==> src/rtl/sap_controller.sv <==
// SAP-1 control sequencer: combinational control-word decode from the T-state ring
// and opcode, plus halt latch, invalid-T sticky error and completed-instruction count.
module sap_controller #(
  parameter int unsigned CNT_W = 8
) (
  input  logic             clk,
  input  logic             res,
  input  logic [5:0]       t,
  input  logic [3:0]       op,
  output logic [11:0]      con,
  output logic             hlt,
  output logic             err,
  output logic [CNT_W-1:0] icount
);

  typedef enum logic [3:0] {
    OP_LDA = 4'b0000,
    OP_ADD = 4'b0001,
    OP_SUB = 4'b0010,
    OP_OUT = 4'b1110,
    OP_HLT = 4'b1111
  } op_e;

  typedef enum logic [5:0] {
    TS_T1 = 6'b100000,
    TS_T2 = 6'b010000,
    TS_T3 = 6'b001000,
    TS_T4 = 6'b000100,
    TS_T5 = 6'b000010,
    TS_T6 = 6'b000001
  } tstate_e;

  localparam int unsigned CP = 11, EP = 10, LM = 9, CE = 8, LI = 7, EI = 6;
  localparam int unsigned LA = 5,  EA = 4,  SU = 3, EU = 2, LB = 1, LO = 0;

  logic             r_hlt;
  logic             r_err;
  logic [CNT_W-1:0] r_icount;
  logic             w_t_valid;
  logic [11:0]      w_con;

  assign w_t_valid = (t != '0) && ((t & (t - 6'd1)) == '0);

  always_comb begin
    w_con = '0;
    if (w_t_valid && !r_hlt && !r_err) begin
      case (tstate_e'(t))
        TS_T1: begin w_con[EP] = 1'b1; w_con[LM] = 1'b1; end
        TS_T2: w_con[CP] = 1'b1;
        TS_T3: begin w_con[CE] = 1'b1; w_con[LI] = 1'b1; end
        TS_T4: begin
          case (op_e'(op))
            OP_LDA, OP_ADD, OP_SUB: begin w_con[LM] = 1'b1; w_con[EI] = 1'b1; end
            OP_OUT:                 begin w_con[EA] = 1'b1; w_con[LO] = 1'b1; end
            default:                w_con = '0;
          endcase
        end
        TS_T5: begin
          case (op_e'(op))
            OP_LDA:         begin w_con[CE] = 1'b1; w_con[LA] = 1'b1; end
            OP_ADD, OP_SUB: begin w_con[CE] = 1'b1; w_con[LB] = 1'b1; end
            default:        w_con = '0;
          endcase
        end
        TS_T6: begin
          case (op_e'(op))
            OP_ADD:  begin w_con[LA] = 1'b1; w_con[EU] = 1'b1; end
            OP_SUB:  begin w_con[LA] = 1'b1; w_con[EU] = 1'b1; w_con[SU] = 1'b1; end
            default: w_con = '0;
          endcase
        end
        default: w_con = '0;
      endcase
    end
  end

  // All three registers look only at pre-edge state; an invalid t can never equal
  // T6, so the error edge inherently suppresses the count.
  always_ff @(negedge clk or posedge res) begin
    if (res) begin
      r_hlt    <= 1'b0;
      r_err    <= 1'b0;
      r_icount <= '0;
    end else begin
      if (!w_t_valid)
        r_err <= 1'b1;
      if (t == TS_T4 && op == OP_HLT)
        r_hlt <= 1'b1;
      if (t == TS_T6 && !r_hlt && !r_err)
        r_icount <= r_icount + CNT_W'(1);
    end
  end

  assign con    = w_con;
  assign hlt    = r_hlt;
  assign err    = r_err;
  assign icount = r_icount;

endmodule

==> config.mk <==
export PLATFORM = sky130hd
export DESIGN_NAME = sap_controller
export DESIGN_NICKNAME = d
export VERILOG_FILES = /design/src/rtl/sap_controller.sv
export SDC_FILE = /design/constraint.sdc
export NUM_CORES = 1
export LEC_CHECK = 0
export ABC_AREA = 1
export CAP_MARGIN = 5
export CORE_MARGIN = 2
export CORE_UTILIZATION = 26
export CTS_BUF_LIST = sky130_fd_sc_hd__clkbuf_16
export CTS_CLUSTER_DIAMETER = 200
export DETAILED_ROUTE_END_ITERATION = 10
export GPL_TIMING_DRIVEN = 0
export HOLD_SLACK_MARGIN = 0.06
export SYNTH_ARGS = -nofsm -noshare
export SYNTH_HDL_FRONTEND = slang
export SYNTH_SLANG_ARGS = --single-unit
export TNS_END_PERCENT = 30
==> constraint.sdc <==
create_clock -name clk -period 3.6 [get_ports clk]
set_clock_uncertainty 0.2 [all_clocks]
set_input_delay 0.54 -clock clk [delete_from_list [all_inputs] [get_ports clk]]
set_output_delay 0.54 -clock clk [all_outputs]
set_load 0.005 [all_outputs]
# == After elaboration in Yosys (flattened, before gate mapping) ==
# Cells that the tools add are included.
# classes
add_sub_neg,2
reduce_logical,13
n_mux,10
bitwise,1
n_eq_ne,10
# ops
operator,n
one-hot mux 7 bit (3 select lines),1
2-to-1 mux 12 bit,1
adder 8 x 1 -> 8 bit (second input constant),1
== test 4 bit (second input constant),2
one-hot mux 2 bit (2 select lines),2
AND 6 bit,1
== test 6 x 1 -> 1 bit (second input constant),1
== test 6 x 2 -> 1 bit (second input constant),1
== test 6 x 3 -> 1 bit (second input constant),1
== test 6 x 4 -> 1 bit (second input constant),1
== test 6 x 5 -> 1 bit (second input constant),1
== test 6 bit (second input constant),1
logical AND 1 bit,6
logical NOT 6 bit,1
2-to-1 mux 1 bit,6
nonzero test 6 bit,1
subtractor 6 x 1 -> 6 bit (second input constant),1
== test 4 x 1 -> 1 bit (second input constant),1
== test 4 x 2 -> 1 bit (second input constant),1
logical NOT 4 bit,1
OR reduction 3 bit,1
logical NOT 1 bit,2
OR reduction 2 bit,1
# totals
inputBits,12
wordCells,39
output_inout_bits,22
ff_bits,10

# == Depth between registers and ports, before layout ==
# logic_depth
ltp_word,7
ltp_mapped,9
depth_no_buf,8

==> impl_metrics.csv <==
group,metric,value,unit
critical_path,cp.arrival,3.18,ns
routing,dr.pass1.iters,4,
place,place.gp.congestion,0.773,
logic_synthesis,synth_area,877,µm²
clock_network,cts-htree-levels,1,
die,rows,21,
critical_path,timing.rr.end,"icount[5]",
clock_network,clockBufferDepth,2,
status,status,"finished with violations",
place,post-dp-hpwl,1.68,mm
die,die-area,3850,µm²
critical_path,rrSetupSlack,2.00,ns
global_route,grtUsageMet1,15.5,%
layout,nFillCells,338,
critical_path,critPathLaunchType,"register",
sta,drv_slew,0,
routing,dr.first_iter.drc_count,19,
sta,hold_violations,0,
layout,register_area,250,µm²
clock_network,clock-sinks,10,
routing,viasPerCell,4.41,
worst_hold_path,hold_depth,1,
critical_path,path_cells,"nor2_4 -> nand4_4 -> buf_6 -> buf_8 -> nor2_4 -> buf_6 -> buf_6",
global_route,antenna_found_initial,0,
clock_network,postCtsHoldBufs,0,
logic_synthesis,syn_inst,131,
critical_path,critical_path_class,"register to output port",
routing,drcViolationCount,0,
routing,postRouteAntennaNets,0,
place,portBuffers,33,
pwr,leakagePower,0.712,nW
pwr,power.density,251,nW/µm²
layout,final_area,1390,µm²
die,die_h,62.1,µm
run,cap_violations,0,
worst_hold_path,hold_path.class,"register to register",
sta,tightestPinTransition,0.389,ns
die,die_x,62.1,µm
global_route,grt_use_total,12.9,%
critical_path,rr_worst_depth,7,
logic_synthesis,synth_cell_types,26,
logic_synthesis,synth-seq-cells,10,
pwr,peakVddDrop,0.000135,V
global_route,grt_pass1_wl,3.66,mm
global_route,grt_max_degree,11,
worst_hold_path,min_to,"icount[0]",
logic_synthesis,ys_async_sr_fraction,100,%
layout,layout.nets,189,
clock_network,tritoncts.num_buffers,3,
die,floorplan.initialDensity,26.7,%
global_route,grt-ovfl-total,0,
logic_synthesis,synth_area_leader_cell,"dfrtn_1",
global_route,grtUsageMet2,22.2,%
global_route,grt_pass1_vias,874,
critical_path,worstPathRequired,2.86,ns
place,postPlaceCellArea,1260,µm²
layout,multi_input_area,569,µm²
critical_path,critPathMostFrequentCell,"buf_6",
pwr,finalPower,348,µW
critical_path,worst_path_largest_cell_delay,0.36,ns
logic_synthesis,ys_top_cells_by_area,"dfrtn_1, nand2_1, inv_1",
clock_network,clock-root-buffer,"clkbuf_16",
logic_synthesis,ys.flop_type,"dfrtn_1",
status,violations,"setup timing",
logic_synthesis,yosysTopAreaCellShare,28.5,%
routing,wl,2.22,mm
layout,syn_to_final_growth,58.1,%
layout,drive_above_1_share,27.6,%
clock_network,path_clk_slew,0.03,ns
global_route,grtUsageMet3,3.31,%
routing,via_count,971,
die,core,3280,µm²
routing,wl_per_cell,10.1,µm
logic_synthesis,synth_edf_count,0,
global_route,grt-busiest-layer,"met2",
logic_synthesis,ys_warn_count,0,
sta,tns,-3.38,ns
sta,rsz0062_at_grt,"true",
place,dpl_worst_slack,-0.530,ns
clock_network,cts_tree,"done",
logic_synthesis,synth_area_per_cell,6.70,µm²
worst_hold_path,hold_start,"icount[0]",
place,place_inst,210,
die,io_pins,34,
layout,diodes,0,
layout,stdcell_count,220,
sta,worst_slack,-0.319,ns
sta,setup_viol,13,
clock_network,clk_latency,0.27,ns
critical_path,critPathMaxFanout,5,
critical_path,timing.rr.start,"err",
logic_synthesis,syn_nets,144,
sta,slew_headroom,74.0,%
critical_path,cpMaxStageDelayCell,"dfrtn_1",
critical_path,cp-end-kind,"output port",
logic_synthesis,ys_seq_area_share,28.5,%
-- cell usage after synthesis (2+ instances only) --
| master | instances |
|---|---|
| inv_1 | 20 |
| xnor2_1 | 2 |
| xor2_1 | 2 |
| o21ai_0 | 5 |
| dfrtn_1 | 10 |
| nor2_2 | 12 |
| nand4_1 | 3 |
| nor2_4 | 3 |
| inv_2 | 2 |
| nand2_2 | 2 |
| nor2_1 | 9 |
| nand2_1 | 36 |
| nand3_1 | 12 |
-- layout by cell type (no fill, tap or decap), types with 4 or more instances in the layout --
cell	Yosys	final
buf_2	0	11
buf_4	1	5
clkdlybuf4s50_1	0	6
dfrtn_1	10	10
dlygate4sd2_1	0	14
inv_1	20	19
nand2_1	36	36
nand3_1	12	12
nor2_1	9	8
nor2_2	12	8
nor2_4	3	8
o21ai_0	5	4
-- cell type report --
| type | instances | area share, % |
|---|---|---|
| Buffer | 2 | 1.90 |
| Clock buffer | 3 | 5.42 |
| Inverter | 22 | 5.96 |
| Multi-Input combinational cell | 97 | 41.1 |
| Sequential cell | 10 | 18.1 |
| Tap cell | 46 | 4.15 |
| Timing Repair Buffer | 40 | 23.5 |
-- registers in the layout (all words and copies together), names as in the netlist --
signal  cells
err         1
hlt         1
icount      8
-- per-stage QoR --
stage / util [%] / hold slack, ns
floorplan: - / 0.249
global placement: 38.5 / 0.270
detailed placement: 38.5 / 0.280
CTS: 42.2 / 0.276
global route: 42.2 / 0.297
finish: 42.2 / 0.271
-- worst max path at each step --
stage | startpoint | slack, ns | endpoint
2_1_floorplan | err | 0.02 | con[4]
3_3_place_gp | err | -0.51 | con[4]
3_5_place_dp | err | -0.53 | con[4]
4_1_cts | hlt | -0.36 | con[4]
5_1_grt | err | -0.39 | con[4]
6_report | err | -0.32 | con[4]
-- where the power goes --
group | internal (mW) | leakage, nW | switching (mW)
Combinational | 0.0158 | 0.556 | 0.0231
Sequential | 0.114 | 0.119 | 0.000938
Clock | 0.144 | 0.0370 | 0.0498
-- cells by family after synthesis --
family / after synthesis / synth area share (%)
adder cells (fa/ha/maj): 1 / 1.43
AO/OA/AOI/OAI: 9 / 5.71
AND/OR/NAND/NOR: 83 / 48.8
flip-flops: 10 / 28.5
XOR/XNOR: 4 / 4.00
buffers and inverters: 24 / 11.6
-- metal layers --
metal,up-vias,routed length (µm)
li1,496,-
met1,437,934
met2,34,1110
met3,4,128
met4,0,44
met5,-,0
-- worst max-delay path: cells and delay by family (launching register included) --
kind                   cells  cell delay, ns
buffers and inverters      4            0.43
DFF                        1            0.36
and+or+nand+nor            3            0.31
-- timing repair --
item / 4_1_cts / 5_1_grt
setup buffers: 6 / 1
gates cloned: 1 / 0
endpoints found under the setup margin: 30 / 18
resized for setup: 74 / 5
pin swaps: 5 / 2
Note: power is estimated with default switching activity, not from simulation.
